[src/rtl/player_anim_fsm_if.sv]
// Player animation sequencer bus: key/serve/point-end inputs plus pose and ball/step outputs.
// master drives the inputs (game logic or bench); slave is the sequencer.
interface player_anim_fsm_if #(
    parameter int POSE_W = 6
);
    logic [7:0]        keycode;
    logic              has_serve;
    logic              point_end;
    logic [POSE_W-1:0] pose;
    logic              ball_exist;
    logic              ball_shoot;
    logic              ball_hit;
    logic              step_l;
    logic              step_r;

    modport master (
        output keycode, has_serve, point_end,
        input  pose, ball_exist, ball_shoot, ball_hit, step_l, step_r
    );

    modport slave (
        input  keycode, has_serve, point_end,
        output pose, ball_exist, ball_shoot, ball_hit, step_l, step_r
    );
endinterface

[src/rtl/player_anim_fsm.sv]
// Per-player badminton sequencer: keycode -> pose index, ball flags and step pulses; registered, one frame after the key edge, no backpressure.
// Idle auto-serve is enabled by defining PLAYER_AUTO_SERVE_EN.
module player_anim_fsm #(
    parameter logic [7:0] KEY_LEFT          = 8'h50,
    parameter logic [7:0] KEY_RIGHT         = 8'h4F,
    parameter logic [7:0] KEY_HIT           = 8'h51,
    parameter int         SERVE_LEN         = 6,
    parameter int         SHOOT_FRAME       = 2,
    parameter int         HIT_LEN           = 5,
    parameter int         HIT_ACTIVE        = 3,
    parameter int         MOVE_LEN          = 3,
    parameter int         COOLDOWN_LEN      = 4,
    parameter int         AUTO_SERVE_FRAMES = 120,
    parameter int         POSE_W            = 6
) (
    input  logic             frame_clk,
    input  logic             Reset,
    player_anim_fsm_if.slave bus
);
    localparam int CD_W = (COOLDOWN_LEN > 0) ? $clog2(COOLDOWN_LEN + 1) : 1;
    localparam logic [POSE_W-1:0] P_R  = POSE_W'(SERVE_LEN + 1);
    localparam logic [POSE_W-1:0] P_M  = POSE_W'(SERVE_LEN + 2 + HIT_LEN);
    localparam logic [POSE_W-1:0] P_SM = POSE_W'(SERVE_LEN + 2 + HIT_LEN + MOVE_LEN);

    typedef enum logic [2:0] {S_IDLE, S_SWING, S_MOVE, R_IDLE, R_HIT, R_MOVE} state_t;

    typedef struct packed {
        logic [POSE_W-1:0] pose;
        logic              exist;
        logic              shoot;
        logic              hit;
        logic              step_l;
        logic              step_r;
    } out_t;

    state_t            state, state_n;
    logic [POSE_W-1:0] k, k_n;
    logic              move_r, move_r_n;
    logic [CD_W-1:0]   cool, cool_n;
    logic [7:0]        prev_key;
    out_t              out_q;

`ifdef PLAYER_AUTO_SERVE_EN
    localparam int IC_W = $clog2(AUTO_SERVE_FRAMES + 1);
    logic [IC_W-1:0] idle_cnt, idle_cnt_n;
`endif

    // Outputs are a pure function of (state, k, direction); decoding the next
    // state lets them be registered without adding a frame of latency.
    function automatic out_t decode(input state_t s, input logic [POSE_W-1:0] kk, input logic mr);
        out_t o;
        o       = '0;
        o.exist = 1'b1;
        o.pose  = P_R;
        case (s)
            S_IDLE: begin
                o.pose  = '0;
                o.exist = 1'b0;
            end
            S_SWING: begin
                o.pose  = POSE_W'(1) + kk;
                o.exist = (kk >= POSE_W'(SHOOT_FRAME));
                o.shoot = (kk == POSE_W'(SHOOT_FRAME));
            end
            S_MOVE, R_MOVE: begin
                o.pose   = mr ? ((s == S_MOVE ? P_SM : P_M) + kk)
                              : ((s == S_MOVE ? P_SM : P_M) + POSE_W'(MOVE_LEN - 1) - kk);
                o.exist  = (s == R_MOVE);
                o.step_r = mr && (kk == '0);
                o.step_l = !mr && (kk == '0);
            end
            R_HIT: begin
                o.pose = P_R + POSE_W'(1) + kk;
                o.hit  = (kk < POSE_W'(HIT_ACTIVE));
            end
            default: o.pose = P_R;
        endcase
        return o;
    endfunction

    always_comb begin
        state_n  = state;
        k_n      = '0;
        move_r_n = move_r;
        cool_n   = (cool != '0) ? cool - CD_W'(1) : '0;
`ifdef PLAYER_AUTO_SERVE_EN
        idle_cnt_n = '0;
`endif
        case (state)
            S_IDLE: begin
                if (bus.keycode == KEY_HIT) begin
                    state_n = S_SWING;
                end else if (bus.keycode == KEY_LEFT) begin
                    state_n  = S_MOVE;
                    move_r_n = 1'b0;
                end else if (bus.keycode == KEY_RIGHT) begin
                    state_n  = S_MOVE;
                    move_r_n = 1'b1;
                end
`ifdef PLAYER_AUTO_SERVE_EN
                else if (idle_cnt + IC_W'(1) == IC_W'(AUTO_SERVE_FRAMES)) begin
                    state_n = S_SWING;
                end else begin
                    idle_cnt_n = idle_cnt + IC_W'(1);
                end
`endif
            end
            S_SWING: begin
                if (k == POSE_W'(SERVE_LEN - 1)) state_n = R_IDLE;
                else                             k_n     = k + POSE_W'(1);
            end
            R_IDLE: begin
                // A hit needs a fresh press and an expired cooldown; a held key never re-swings.
                if (bus.keycode == KEY_HIT) begin
                    if (prev_key != KEY_HIT && cool == '0) state_n = R_HIT;
                end else if (bus.keycode == KEY_LEFT) begin
                    state_n  = R_MOVE;
                    move_r_n = 1'b0;
                end else if (bus.keycode == KEY_RIGHT) begin
                    state_n  = R_MOVE;
                    move_r_n = 1'b1;
                end
            end
            R_HIT: begin
                if (k == POSE_W'(HIT_LEN - 1)) begin
                    state_n = R_IDLE;
                    cool_n  = CD_W'(COOLDOWN_LEN);
                end else begin
                    k_n = k + POSE_W'(1);
                end
            end
            S_MOVE, R_MOVE: begin
                if (k == POSE_W'(MOVE_LEN - 1)) state_n = (state == S_MOVE) ? S_IDLE : R_IDLE;
                else                            k_n     = k + POSE_W'(1);
            end
            default: state_n = R_IDLE;
        endcase

        if (bus.point_end) begin
            state_n = bus.has_serve ? S_IDLE : R_IDLE;
            k_n     = '0;
            cool_n  = '0;
`ifdef PLAYER_AUTO_SERVE_EN
            idle_cnt_n = '0;
`endif
        end
    end

    always_ff @(posedge frame_clk) begin
        if (Reset) begin
            state    <= R_IDLE;
            k        <= '0;
            move_r   <= 1'b0;
            cool     <= '0;
            prev_key <= '0;
            out_q    <= decode(R_IDLE, '0, 1'b0);
`ifdef PLAYER_AUTO_SERVE_EN
            idle_cnt <= '0;
`endif
        end else begin
            state    <= state_n;
            k        <= k_n;
            move_r   <= move_r_n;
            cool     <= cool_n;
            prev_key <= bus.keycode;
            out_q    <= decode(state_n, k_n, move_r_n);
`ifdef PLAYER_AUTO_SERVE_EN
            idle_cnt <= idle_cnt_n;
`endif
        end
    end

    assign bus.pose       = out_q.pose;
    assign bus.ball_exist = out_q.exist;
    assign bus.ball_shoot = out_q.shoot;
    assign bus.ball_hit   = out_q.hit;
    assign bus.step_l     = out_q.step_l;
    assign bus.step_r     = out_q.step_r;
endmodule

[src/flat_wrapper.sv]
// flat-port wrapper written by rule: the top's interface ports become plain ports
module player_anim_fsm_flat 
#(
    parameter logic [7:0] KEY_LEFT          = 8'h50,
    parameter logic [7:0] KEY_RIGHT         = 8'h4F,
    parameter logic [7:0] KEY_HIT           = 8'h51,
    parameter int         SERVE_LEN         = 6,
    parameter int         SHOOT_FRAME       = 2,
    parameter int         HIT_LEN           = 5,
    parameter int         HIT_ACTIVE        = 3,
    parameter int         MOVE_LEN          = 3,
    parameter int         COOLDOWN_LEN      = 4,
    parameter int         AUTO_SERVE_FRAMES = 120,
    parameter int         POSE_W            = 6
)
  (frame_clk, Reset, bus_keycode, bus_has_serve, bus_point_end, bus_pose, bus_ball_exist, bus_ball_shoot, bus_ball_hit, bus_step_l, bus_step_r);
  player_anim_fsm_if #(.POSE_W(POSE_W)) bus_i ();
  input  logic frame_clk;
  input  logic Reset;
  input wire logic [$bits(bus_i.keycode)-1:0] bus_keycode;
  input wire logic [$bits(bus_i.has_serve)-1:0] bus_has_serve;
  input wire logic [$bits(bus_i.point_end)-1:0] bus_point_end;
  output wire logic [$bits(bus_i.pose)-1:0] bus_pose;
  output wire logic [$bits(bus_i.ball_exist)-1:0] bus_ball_exist;
  output wire logic [$bits(bus_i.ball_shoot)-1:0] bus_ball_shoot;
  output wire logic [$bits(bus_i.ball_hit)-1:0] bus_ball_hit;
  output wire logic [$bits(bus_i.step_l)-1:0] bus_step_l;
  output wire logic [$bits(bus_i.step_r)-1:0] bus_step_r;
  assign bus_i.keycode = bus_keycode;
  assign bus_i.has_serve = bus_has_serve;
  assign bus_i.point_end = bus_point_end;
  assign bus_pose = bus_i.pose;
  assign bus_ball_exist = bus_i.ball_exist;
  assign bus_ball_shoot = bus_i.ball_shoot;
  assign bus_ball_hit = bus_i.ball_hit;
  assign bus_step_l = bus_i.step_l;
  assign bus_step_r = bus_i.step_r;
  player_anim_fsm #(.KEY_LEFT(KEY_LEFT), .KEY_RIGHT(KEY_RIGHT), .KEY_HIT(KEY_HIT), .SERVE_LEN(SERVE_LEN), .SHOOT_FRAME(SHOOT_FRAME), .HIT_LEN(HIT_LEN), .HIT_ACTIVE(HIT_ACTIVE), .MOVE_LEN(MOVE_LEN), .COOLDOWN_LEN(COOLDOWN_LEN), .AUTO_SERVE_FRAMES(AUTO_SERVE_FRAMES), .POSE_W(POSE_W)) u_core (.frame_clk(frame_clk), .Reset(Reset), .bus(bus_i));
endmodule
[config.mk]
export PLATFORM = sky130hd
export DESIGN_NAME = player_anim_fsm_flat
export DESIGN_NICKNAME = d
export VERILOG_FILES = /design/src/rtl/player_anim_fsm_if.sv /design/src/rtl/player_anim_fsm.sv /design/src/flat_wrapper.sv
export SDC_FILE = /design/constraint.sdc
export NUM_CORES = 1
export LEC_CHECK = 0
export ABC_AREA = 0
export BUFFER_PORTS_ARGS = -buffer_cell sky130_fd_sc_hd__buf_2
export CAP_MARGIN = 20
export CELL_PAD_IN_SITES_DETAIL_PLACEMENT = 1
export CELL_PAD_IN_SITES_GLOBAL_PLACEMENT = 2
export CORE_MARGIN = 2
export CORE_UTILIZATION = 39
export CTS_CLUSTER_DIAMETER = 100
export DETAILED_ROUTE_END_ITERATION = 7
export GPL_TIMING_DRIVEN = 0
export HOLD_SLACK_MARGIN = 0.02
export PLACE_DENSITY_LB_ADDON = 0.2
export SYNTH_ARGS = -nofsm -noshare
export SYNTH_HDL_FRONTEND = slang
export SYNTH_SLANG_ARGS = --single-unit
[constraint.sdc]
create_clock -name frame_clk -period 4.75 [get_ports frame_clk]
set_clock_uncertainty 0.1 [all_clocks]
set_input_delay 0.95 -clock frame_clk [delete_from_list [all_inputs] [get_ports frame_clk]]
set_output_delay 0.95 -clock frame_clk [all_outputs]
set_load 0.05 [all_outputs]
==> flow_summary.ini, run 1 <==
[status]
status = completed

[detailed_routing]
wl_um = 5930
num_vias = 2064
avgViaCountPerCell = 5.49
firstDrtPassIters = 4
drt-initial-drc-count = 49
routedWlPerCell_um = 15.8
ant_nets = 0
drc = 0

[global_route]
grt_pass1_vias = 2054
grt_util_met3_pct = 3.67
gr-usage-met1_pct = 23.7
grt_overflow = 0
antenna_found_initial = 0
grt_pass1_wl_um = 9890
grt_usage_pct = 19.6
grt.busiest_layer = met2
use_met2_pct = 34.8
grt_max_degree = 11

[timing]
finalCritPeriodShare_pct = 81.1
hold_violations = 0
fmax_mhz = 259
fin_crit_ns = 3.85
setup-tns-final_ns = 0
drv_slew = 0
rsz0062_at_grt = no
setup_violations = 0
finalWorstSetupSlack_ns = 0.896
slew_headroom_pct = 61.1
worst_slew_pin_slew_ns = 0.583

[logic_synthesis]
avgSynthCellArea_sq_um = 8.51
synthXorXnorAreaFrac_pct = 3.03
yosysTopAreaCell = dfxtp_1
synth_area_leaders = dfxtp_1 (28%), ha_1 (11%), nor2_1 (3.6%), nand2_1 (3.2%), inv_1 (3.1%)
synthAdderAreaFrac_pct = 10.8
postSynthCellCount = 272
muxShareOfSynthArea_pct = 3.57
synth_compound_area_share_pct = 19.1
synth-seq-area-share_pct = 27.7
synth_edf_count = 0
yosysWarnings = 0
async_reset_ff_share_pct = 0
synth_top_area_share_pct = 27.7
synthSimpleGateAreaFrac_pct = 29.3
syn_nets = 304
synthFlopType = dfxtp_1
synth-seq-cells = 32
synth_cell_types = 70
synth_top_family_by_area = simple AND/OR/NAND/NOR gates
syn_area_sq_mm = 0.00231

[cells_and_area]
fin_util_pct = 44.8
n_antenna_cell = 0
drive_above_1_share_pct = 17.9
final_cells = 376
area_growth_pct = 12.6
num-nets-final = 332
nFillCells = 743
final_design_area_no_fill_sq_mm = 0.00261

[cts]
ctsLongestPathBuffers = 2
cts_tree = done
cts.clk_slew.worst_paths_ns = 0.07
cts_num_sinks = 32
cts_made_buffers = 5
ctsHtreeMaxLevel = 2
hold_buffers = 0
cts_root_buf = clkbuf_8
ctsResizeCount = 0
cts_setup_buffers = 0
clock_latency_ns = 0.29

[pwr]
power_density_mw_per_mm2 = 220
total_leakage_power_nw = 1.13
vdd_ir_drop_max_uv = 127

[setup_path]
path_max_fanout = 8
start_kind = flop
crit_required_ns = 4.81
reg2regPathDepth = 15
crit_arrival_ns = 3.92
crit_type = reg -> reg
cp-end-kind = flop

[placed_design]
placed_cells = 368
dpl-instance-area_sq_mm = 0.00251
dp_slack_ns = 0.606
gp_congestion = 0.818
numPortBuffers = 21
hpwl_um = 4690

[die]
std_cell_rows = 28
die_area_sq_mm = 0.00656
pin_count = 23
die_w_um = 81.0
die_h_um = 81.0
start_util_pct = 39.8
core_area_sq_mm = 0.00582

[run]
drv_cap = 0

[worst_hold_path]
min_delay_path_depth = 1
hold_path.class = reg -> reg
worst paths after layout:
kind	start	endpoint	slack, ns
max	u_core.k[0]	u_core.bus.pose[4]	0.90
min reg2reg	u_core.cool[0]	u_core.cool[0]	0.35
min	u_core.cool[0]	u_core.cool[0]	0.35
max reg2reg	u_core.k[0]	u_core.bus.pose[4]	0.90
cell usage after synthesis (2+ instances only):
master    count
dfxtp_1      32
nor2_1       22
ha_1         20
nand2_1      20
inv_1        19
a21oi_1      12
nor2b_1      10
nand3_1       9
o21ai_0       8
clkbuf_1      7
nor3_1        7
xnor2_1       7
mux2i_1       6
nand2b_1      6
and3_1        5
a21o_1        4
nor3_2        4
o21a_1        4
a211oi_1      3
buf_6         3
nand4_1       3
o21ai_1       3
a31oi_1       2
a32oi_1       2
and4_1        2
and4b_1       2
mux2_2        2
nor3b_1       2
nor4_1        2
nor4b_2       2
o211ai_1      2
or4b_1        2
registers in the layout, indices dropped and copies added (netlist names):
name	count
u_core.bus.ball_exist	1
u_core.bus.ball_hit	1
u_core.bus.ball_shoot	1
u_core.bus.pose	6
u_core.bus.step_l	1
u_core.bus.step_r	1
u_core.cool	3
u_core.k	6
u_core.move_r	1
u_core.prev_key	8
u_core.state	3
per-stage QoR:
step                      hold slack (ns)  total power [W]
after floorplan                     0.321         0.000339
final                               0.355         0.000574
after CTS                           0.357         0.000586
after global routing                0.374         0.000605
after global placement              0.343         0.000362
after detailed placement            0.345         0.000363
worst max-delay path, stage by stage (launching register included):
cell	delay, ns
dfxtp_1	0.49
inv_1	0.11
ha_1	0.20
and2b_1	0.18
a2111oi_1	0.54
a41o_1	0.18
nand4b_2	0.18
nand3_1	0.28
inv_1	0.20
ha_1	0.23
ha_1	0.18
nor2_1	0.05
or4_1	0.42
and4_1	0.19
o21ai_1	0.12
a21oi_1	0.07
area by class of cell:
type	instances	area (sq um)	area share, %
buffer	12	72.6	2.79
clock buffer	6	82.6	3.17
clock inverter	2	10.0	0.384
inverter	20	77.6	2.98
multi-input combinational	208	1520	58.5
sequential	32	641	24.6
tap	75	93.8	3.60
timing repair buffer	21	105	4.03
cell usage in the layout (no fill, tap or decap), drive strengths merged, types with 2 or more instances in the layout:
cell type / instances
dfxtp: 32
buf: 26
nor2: 22
nand2: 21
ha: 20
inv: 20
a21oi: 14
clkbuf: 13
o21ai: 11
nor3: 11
nor2b: 10
nand3: 10
xnor2: 7
mux2i: 6
nand2b: 6
and3: 5
o21a: 5
a21o: 4
nand4: 3
a211oi: 3
nor4b: 3
and4b: 2
mux2: 2
nor3b: 2
or4b: 2
and4: 2
nor4: 2
a32oi: 2
a31oi: 2
o211ai: 2
clkinv: 2
o2111ai: 2
nand4b: 2
o32a: 2
a21boi: 2
logic make-up (layout without fill, tap and decap cells):
| family | count (synthesis) | in the layout |
|---|---|---|
| multiplexers | 8 | 8 |
| buffers and inverters | 32 | 61 |
| flip-flops | 32 | 32 |
| XOR/XNOR | 8 | 8 |
| AO/OA/AOI/OAI | 61 | 61 |
| AND/OR/NAND/NOR | 111 | 111 |
| adder cells (fa/ha/maj) | 20 | 20 |
power breakdown:
group          internal (W)  switching (W)   total, W
Combinational     0.0000272      0.0000499  0.0000771
Clock              0.000116       0.000102   0.000218
Sequential         0.000276     0.00000324   0.000279
layer usage:
metal | wire length, um | part of all wire [%]
met1 | 2760 | 46
met2 | 2900 | 49
met3 | 172 | 2.9
met4 | 99 | 1.7
met5 | 0 | 0
Power figures use the tool's default switching activity.
==> inputs of run 2 (changes only) <==
--- a/config.mk
+++ b/config.mk
@@ -5,13 +5,13 @@
 export SDC_FILE = /design/constraint.sdc
 export NUM_CORES = 1
 export LEC_CHECK = 0
-export ABC_AREA = 0
+export ABC_AREA = 1
 export BUFFER_PORTS_ARGS = -buffer_cell sky130_fd_sc_hd__buf_2
 export CAP_MARGIN = 20
 export CELL_PAD_IN_SITES_DETAIL_PLACEMENT = 1
 export CELL_PAD_IN_SITES_GLOBAL_PLACEMENT = 2
 export CORE_MARGIN = 2
-export CORE_UTILIZATION = 39
+export CORE_UTILIZATION = 32
 export CTS_CLUSTER_DIAMETER = 100
 export DETAILED_ROUTE_END_ITERATION = 7
 export GPL_TIMING_DRIVEN = 0
==> constraint.sdc (replaced) <==
create_clock -name frame_clk -period 4.05 [get_ports frame_clk]
set_clock_uncertainty 0.1 [all_clocks]
set_input_delay 0.81 -clock frame_clk [delete_from_list [all_inputs] [get_ports frame_clk]]
set_output_delay 0.81 -clock frame_clk [all_outputs]
set_load 0.05 [all_outputs]
==> run 2 against run 1 <==
  * Total power up 40%
  * Cell count up 16%
  * Clock power up 43%
  * Combinational power up 100%
  * Via count down 0.82%
  * Synthesized area down 4.8%
  * Synthesized cell count up 21%
  * Sequential share of layout area up 0.83 points
  * Worst hold slack better by 0.015 ns
  * Largest cell class unchanged
  * Count of clock-buffer cells in the layout unchanged
  * Largest power group unchanged
==> flow_summary.ini, run 2 <==
[global_route]
grt_pass1_vias = 2082
grt_max_degree = 11
grt_usage_pct = 17.1
grt_overflow = 0
grt_pass1_wl_um = 10100
antenna_found_initial = 0

[setup_path]
crit_start = bus_keycode[6]
crit_arrival_ns = 3.42
cpPeakStageDelay_ns = 0.26
ff2ff_setup_slack_ns = 0.79
reg2regPathDepth = 21
critPathTopFamily = simple AND/OR/NAND/NOR gates
cp_slowest_cell = nand4_2
cp-end-kind = flop
r2r-end = u_core.bus.pose[4]
rr_startpoint = u_core.k[0]
crit_type = in -> reg
critPathMostFrequentCell = nand2_1
worstPathCellList = buf_2 -> inv_1 -> nor2_2 -> nand3_1 -> nor2_1 -> nor2_1 -> nand2_1 -> nand2_1 -> nand2_1 -> nand2_1 -> nand2_2 -> nand4_2 -> inv_1 -> ha_1 -> ha_1 -> inv_1 -> a21oi_1 -> o21bai_1 -> o21ai_1 -> xor2_1 -> inv_1 -> nand2_1 -> a21oi_1
crit_required_ns = 4.10
path_buf_inv = 5
start_kind = primary input
path_max_fanout = 7

[logic_synthesis]
synth-seq-area-share_pct = 29.1
yosysWarnings = 0
synth_common_cells = nand2_1 (67), inv_1 (45), nor2_1 (43)
synthFlopType = dfxtp_1
synth_edf_count = 0
synth_cell_types = 33
syn_area_sq_mm = 0.00220
synth_area_leaders = dfxtp_1 (29%), nand2_1 (11%), ha_1 (11%), inv_1 (7.7%), nand3_1 (7.5%)
yosysMostFrequentCell = nand2_1
syn_nets = 360
synth_top_area_share_pct = 29.1
postSynthCellCount = 328
avgSynthCellArea_sq_um = 6.71
yosysTopAreaCell = dfxtp_1
synth-seq-cells = 32
async_reset_ff_share_pct = 0

[detailed_routing]
ant_nets = 0
wl_met3_um = 108
topRoutingLayerUsed = met4
routedWlPerCell_um = 13.6
met1_length_um = 3330
avgViaCountPerCell = 4.67
wl_um = 5950
firstDrtPassIters = 4
num_vias = 2047
drc = 0
drt-initial-drc-count = 81
dr_wl_met2_um = 2440

[die]
start_util_pct = 32.8
die_area_sq_mm = 0.00756
core_area_sq_mm = 0.00672
die_w_um = 87.0
pin_count = 23
std_cell_rows = 30
die_h_um = 87.0

[timing]
rsz0062_at_grt = no
finalCritPeriodShare_pct = 83.3
setup_violations = 0
setup-tns-final_ns = 0
finalWorstSetupSlack_ns = 0.677
hold_violations = 0
slew_headroom_pct = 52.5
fmax_mhz = 296
worst_slew_pin_slew_ns = 0.712
drv_slew = 0
fin_crit_ns = 3.37

[cells_and_area]
fin_util_pct = 37.5
n_antenna_cell = 0
num-nets-final = 389
area_growth_pct = 14.4
largest_reg_flops = 8
final_cell_mix = nand2_1 (67), inv_1 (45), nor2_1 (43)
multi_input_area_sq_mm = 0.00133
regMostFlops = u_core.prev_key
nFillCells = 881
ff_latch_area_sq_um = 641
drive_above_1_share_pct = 18.4
final_common_cell = nand2_1

[cts]
ctsHtreeMaxLevel = 2
hold_buffers = 0
cts_root_buf = clkbuf_8
clock_latency_ns = 0.29
cts_made_buffers = 5
cts.clk_slew.worst_paths_ns = 0.08
ctsResizeCount = 0
ctsLongestPathBuffers = 2
cts_tree = done
cts_setup_buffers = 0
cts_num_sinks = 32

[pwr]
total_leakage_power_nw = 1.29
power_w = 0.000804
vdd_ir_drop_max_uv = 171
power_density_mw_per_mm2 = 319

[status]
status = completed

[placed_design]
numPortBuffers = 22
gp_congestion = 0.748
dp_slack_ns = 0.356
hpwl_um = 4670

[worst_hold_path]
hold_path.class = reg -> reg
min_delay_path_depth = 1
holdPathEnd = u_core.cool[0]
min_from = u_core.cool[0]

[run]
drv_cap = 0
## run 2: cell types whose count changed after synthesis, moves of 5 or more
cell | before | now
and3_1 | 5 | 0
clkbuf_1 | 7 | 2
inv_1 | 19 | 45
inv_2 | 0 | 11
mux2i_1 | 6 | 0
nand2_1 | 20 | 67
nand2_2 | 0 | 7
nand2b_1 | 6 | 0
nand3_1 | 9 | 33
nor2_1 | 22 | 43
nor2_2 | 0 | 5
nor2b_1 | 10 | 0
xnor2_1 | 7 | 1
## run 2: cell families after synthesis
logic type | count (synthesis) | share of synthesized area, %
AO/OA/AOI/OAI | 26 | 6.70
buffers and inverters | 61 | 10.7
flip-flops | 32 | 29.1
adder cells (fa/ha/maj) | 20 | 11.4
XOR/XNOR | 6 | 2.39
AND/OR/NAND/NOR | 183 | 39.7
## run 2: through the flow
step                      instances  cell area, sq um  hold slack, ns
final                           438              2520           0.370
after global routing            438              2520           0.397
after CTS                       438              2520           0.364
after detailed placement        430              2410           0.353
after global placement          430              2410           0.336
after floorplan                 328              2200           0.319
## run 2: cell type report
| class | count | share of cell area [%] |
|---|---|---|
| tap | 80 | 3.97 |
| timing repair buffer | 22 | 4.37 |
| buffer | 3 | 0.745 |
| inverter | 58 | 8.64 |
| sequential | 32 | 25.4 |
| clock inverter | 2 | 1.39 |
| multi-input combinational | 235 | 52.6 |
| clock buffer | 6 | 2.88 |
## run 2: routing by layer
layer	vias up	GRT usage [%]
li1	1092	-
met1	931	25.5
met2	16	25.5
met3	8	2.27
met4	0	4.55
met5	-	0
## run 2: worst register-to-register path, cell delays in order, from the launching register on
cell and delay, ns:
dfxtp_1 0.41, inv_1 0.11, ha_1 0.20, nand3_1 0.14, clkinv_1 0.12, nand2_2 0.10, o21ai_1 0.07, a21oi_1 0.12
nand2_1 0.08, nand2_2 0.13, nand4_2 0.26, inv_1 0.20, ha_1 0.21, ha_1 0.15, inv_1 0.05, a21oi_1 0.12
o21bai_1 0.08, o21ai_1 0.15, xor2_1 0.16, inv_1 0.05, nand2_1 0.06, a21oi_1 0.06
## run 2: worst max path at each step
stage | to | slack [ns] | depth (start not counted)
finish | u_core.bus.pose[4] | 0.68 | 23
global route | u_core.bus.pose[4] | 0.36 | 21
CTS | u_core.bus.pose[4] | 0.66 | 21
detailed placement | u_core.bus.pose[4] | 0.36 | 21
global placement | u_core.bus.pose[4] | 0.37 | 21
floorplan | u_core.bus.pose[4] | 0.94 | 20
## run 2: power breakdown
group	internal (W)	leakage [nW]	total [W]	switching, W
sequential	0.000329	0.262	0.000336	0.00000642
clock	0.000183	0.0552	0.000312	0.000129
combinational	0.0000452	0.968	0.000156	0.000111
total	0.000557	1.29	0.000804	0.000247
==> inputs of run 3 (changes only) <==
==> constraint.sdc (replaced) <==
create_clock -name frame_clk -period 3.22 [get_ports frame_clk]
set_clock_uncertainty 0.1 [all_clocks]
set_input_delay 0.644 -clock frame_clk [delete_from_list [all_inputs] [get_ports frame_clk]]
set_output_delay 0.644 -clock frame_clk [all_outputs]
set_load 0.05 [all_outputs]
==> run 3 against run 2 <==
  * Core utilization is 1.2 points higher
  * Clock power grew 25%
  * Critical endpoint unchanged
  * Largest cell class unchanged
  * Count of clock-buffer cells in the layout did not move
  * Sequential cell count unchanged
  * First-iteration DRC count fell by 28%
==> flow_summary.ini, run 3 (synthesized netlist as in run 2, its figures left out) <==
[timing]
drv_slew = 0
finalWorstSetupSlack_ns = 0.255
fin_crit_ns = 2.96
fmax_mhz = 337
setup_violations = 0
hold_violations = 0
finalCritPeriodShare_pct = 92.1
slew_headroom_pct = 51.5
worst_slew_pin_slew_ns = 0.728

[cells_and_area]
n_antenna_cell = 0
largest_reg_flops = 8
drive_above_1_share_pct = 21.5
fin_util_pct = 38.7
regMostFlops = u_core.prev_key
final_cell_mix = nand2_1 (67), inv_1 (44), nor2_1 (41)
final_common_cell = nand2_1
num-nets-final = 393
final_cells = 442
area_growth_pct = 18.0

[setup_path]
crit_type = in -> reg
crit_arrival_ns = 3.01
path_max_fanout = 6
crit_required_ns = 3.26
start_kind = primary input
cp-end-kind = flop
rr_startpoint = u_core.k[0]
r2r-end = u_core.bus.pose[4]
ff2ff_setup_slack_ns = 0.34
reg2regPathDepth = 21

[worst_hold_path]
holdPathEnd = u_core.cool[0]
min_from = u_core.cool[0]
min_delay_path_depth = 1
hold_path.class = reg -> reg

[global_route]
grt_usage_pct = 17.1
grt_overflow = 0
antenna_found_initial = 0
grt_max_degree = 11
grt_pass1_vias = 2085
grt_pass1_wl_um = 10100

[cts]
ctsHtreeMaxLevel = 2
clock_latency_ns = 0.29
cts_made_buffers = 5
ctsLongestPathBuffers = 2
cts.clk_slew.worst_paths_ns = 0.08
cts_tree = done
hold_buffers = 0
cts_num_sinks = 32
cts_root_buf = clkbuf_8

[detailed_routing]
routedWlPerCell_um = 13.7
avgViaCountPerCell = 4.67
firstDrtPassIters = 4
drc = 0
drt-initial-drc-count = 58
num_vias = 2066
wl_um = 6040
ant_nets = 0

[status]
status = completed

[die]
core_area_sq_mm = 0.00672
die_area_sq_mm = 0.00756
std_cell_rows = 30
die_h_um = 87.0
die_w_um = 87.0
start_util_pct = 32.8
pin_count = 23

[run]
drv_cap = 0

[placed_design]
hpwl_um = 4670
dp_slack_ns = -0.308
gp_congestion = 0.748
placed_cells = 430
numPortBuffers = 22

[pwr]
vdd_ir_drop_max_uv = 216
power_density_mw_per_mm2 = 394
total_leakage_power_nw = 1.31
power_w = 0.00102
[run 3: cell count changes in the layout (fill, tap and decap cells not counted), moves of 2 or more]
cell / previous run / this run
inv_2: 11 / 13
nor2_1: 43 / 41
nand3_1: 33 / 31
nand3_2: 3 / 5
buf_4: 0 / 4
[run 3: worst max-delay path by stage]
stage                    from                  to  slack (ns)  depth (start not counted)
2_1_floorplan  bus_keycode[6]  u_core.bus.pose[4]        0.28                         20
3_3_place_gp   bus_keycode[6]  u_core.bus.pose[4]       -0.29                         21
3_5_place_dp   bus_keycode[6]  u_core.bus.pose[4]       -0.31                         21
4_1_cts           u_core.k[0]  u_core.bus.pose[4]        0.03                         21
5_1_grt        bus_keycode[6]  u_core.bus.pose[4]       -0.01                         21
6_report       bus_keycode[6]  u_core.bus.pose[4]        0.26                         22
[run 3: repair_timing]
item                                    CTS  global route
pin swaps                                 0             2
buffers inserted                          0             4
gates resized for setup                   1            10
endpoints found under the setup margin    1             3
[run 3: layout make-up]
type	count	area, sq um
Clock inverter	2	35.0
Multi-Input combinational cell	235	1370
Timing Repair Buffer	26	140
Inverter	58	218
Tap cell	80	100
Buffer	3	18.8
Fill cell	878	4120
Sequential cell	32	642
Clock buffer	6	72.6
[run 3: per-layer routing]
| metal | routed length, um | vias up | GRT usage (%) |
|---|---|---|---|
| met2 | 2520 | 18 | 25.5 |
| met5 | 0 | - | 0 |
| met1 | 3330 | 938 | 25.5 |
| met4 | 66 | 0 | 4.55 |
| met3 | 125 | 8 | 2.27 |
| li1 | - | 1102 | - |
[run 3: power breakdown]
group | internal (W) | switching (W)
logic | 0.0000642 | 0.000146
registers | 0.000414 | 0.00000802
clock network | 0.000230 | 0.000162
total | 0.000708 | 0.000315
[run 3: worst max-delay path: stages]
cell and delay [ns]:
buf_2 0.09, inv_1 0.09, nor2_2 0.06, nand3_2 0.09
nor2_2 0.07, nor2_1 0.19, nand3_1 0.12, nand2_1 0.09
nand2_1 0.07, nand3_2 0.11, nand4_4 0.16, inv_2 0.12
ha_1 0.19, ha_1 0.15, inv_1 0.05, a21oi_1 0.12
o21bai_1 0.08, o21ai_1 0.15, xor2_1 0.16, inv_1 0.05
nand2_1 0.06, a21oi_1 0.06
[run 3: stage by stage]
step	cell area, sq um	hold slack (ns)	setup TNS, ns
after floorplan	2200	0.319	0
after global placement	2410	0.336	-0.582
after detailed placement	2410	0.353	-0.623
after CTS	2530	0.364	0
after global routing	2600	0.397	-0.0128
final	2600	0.370	0
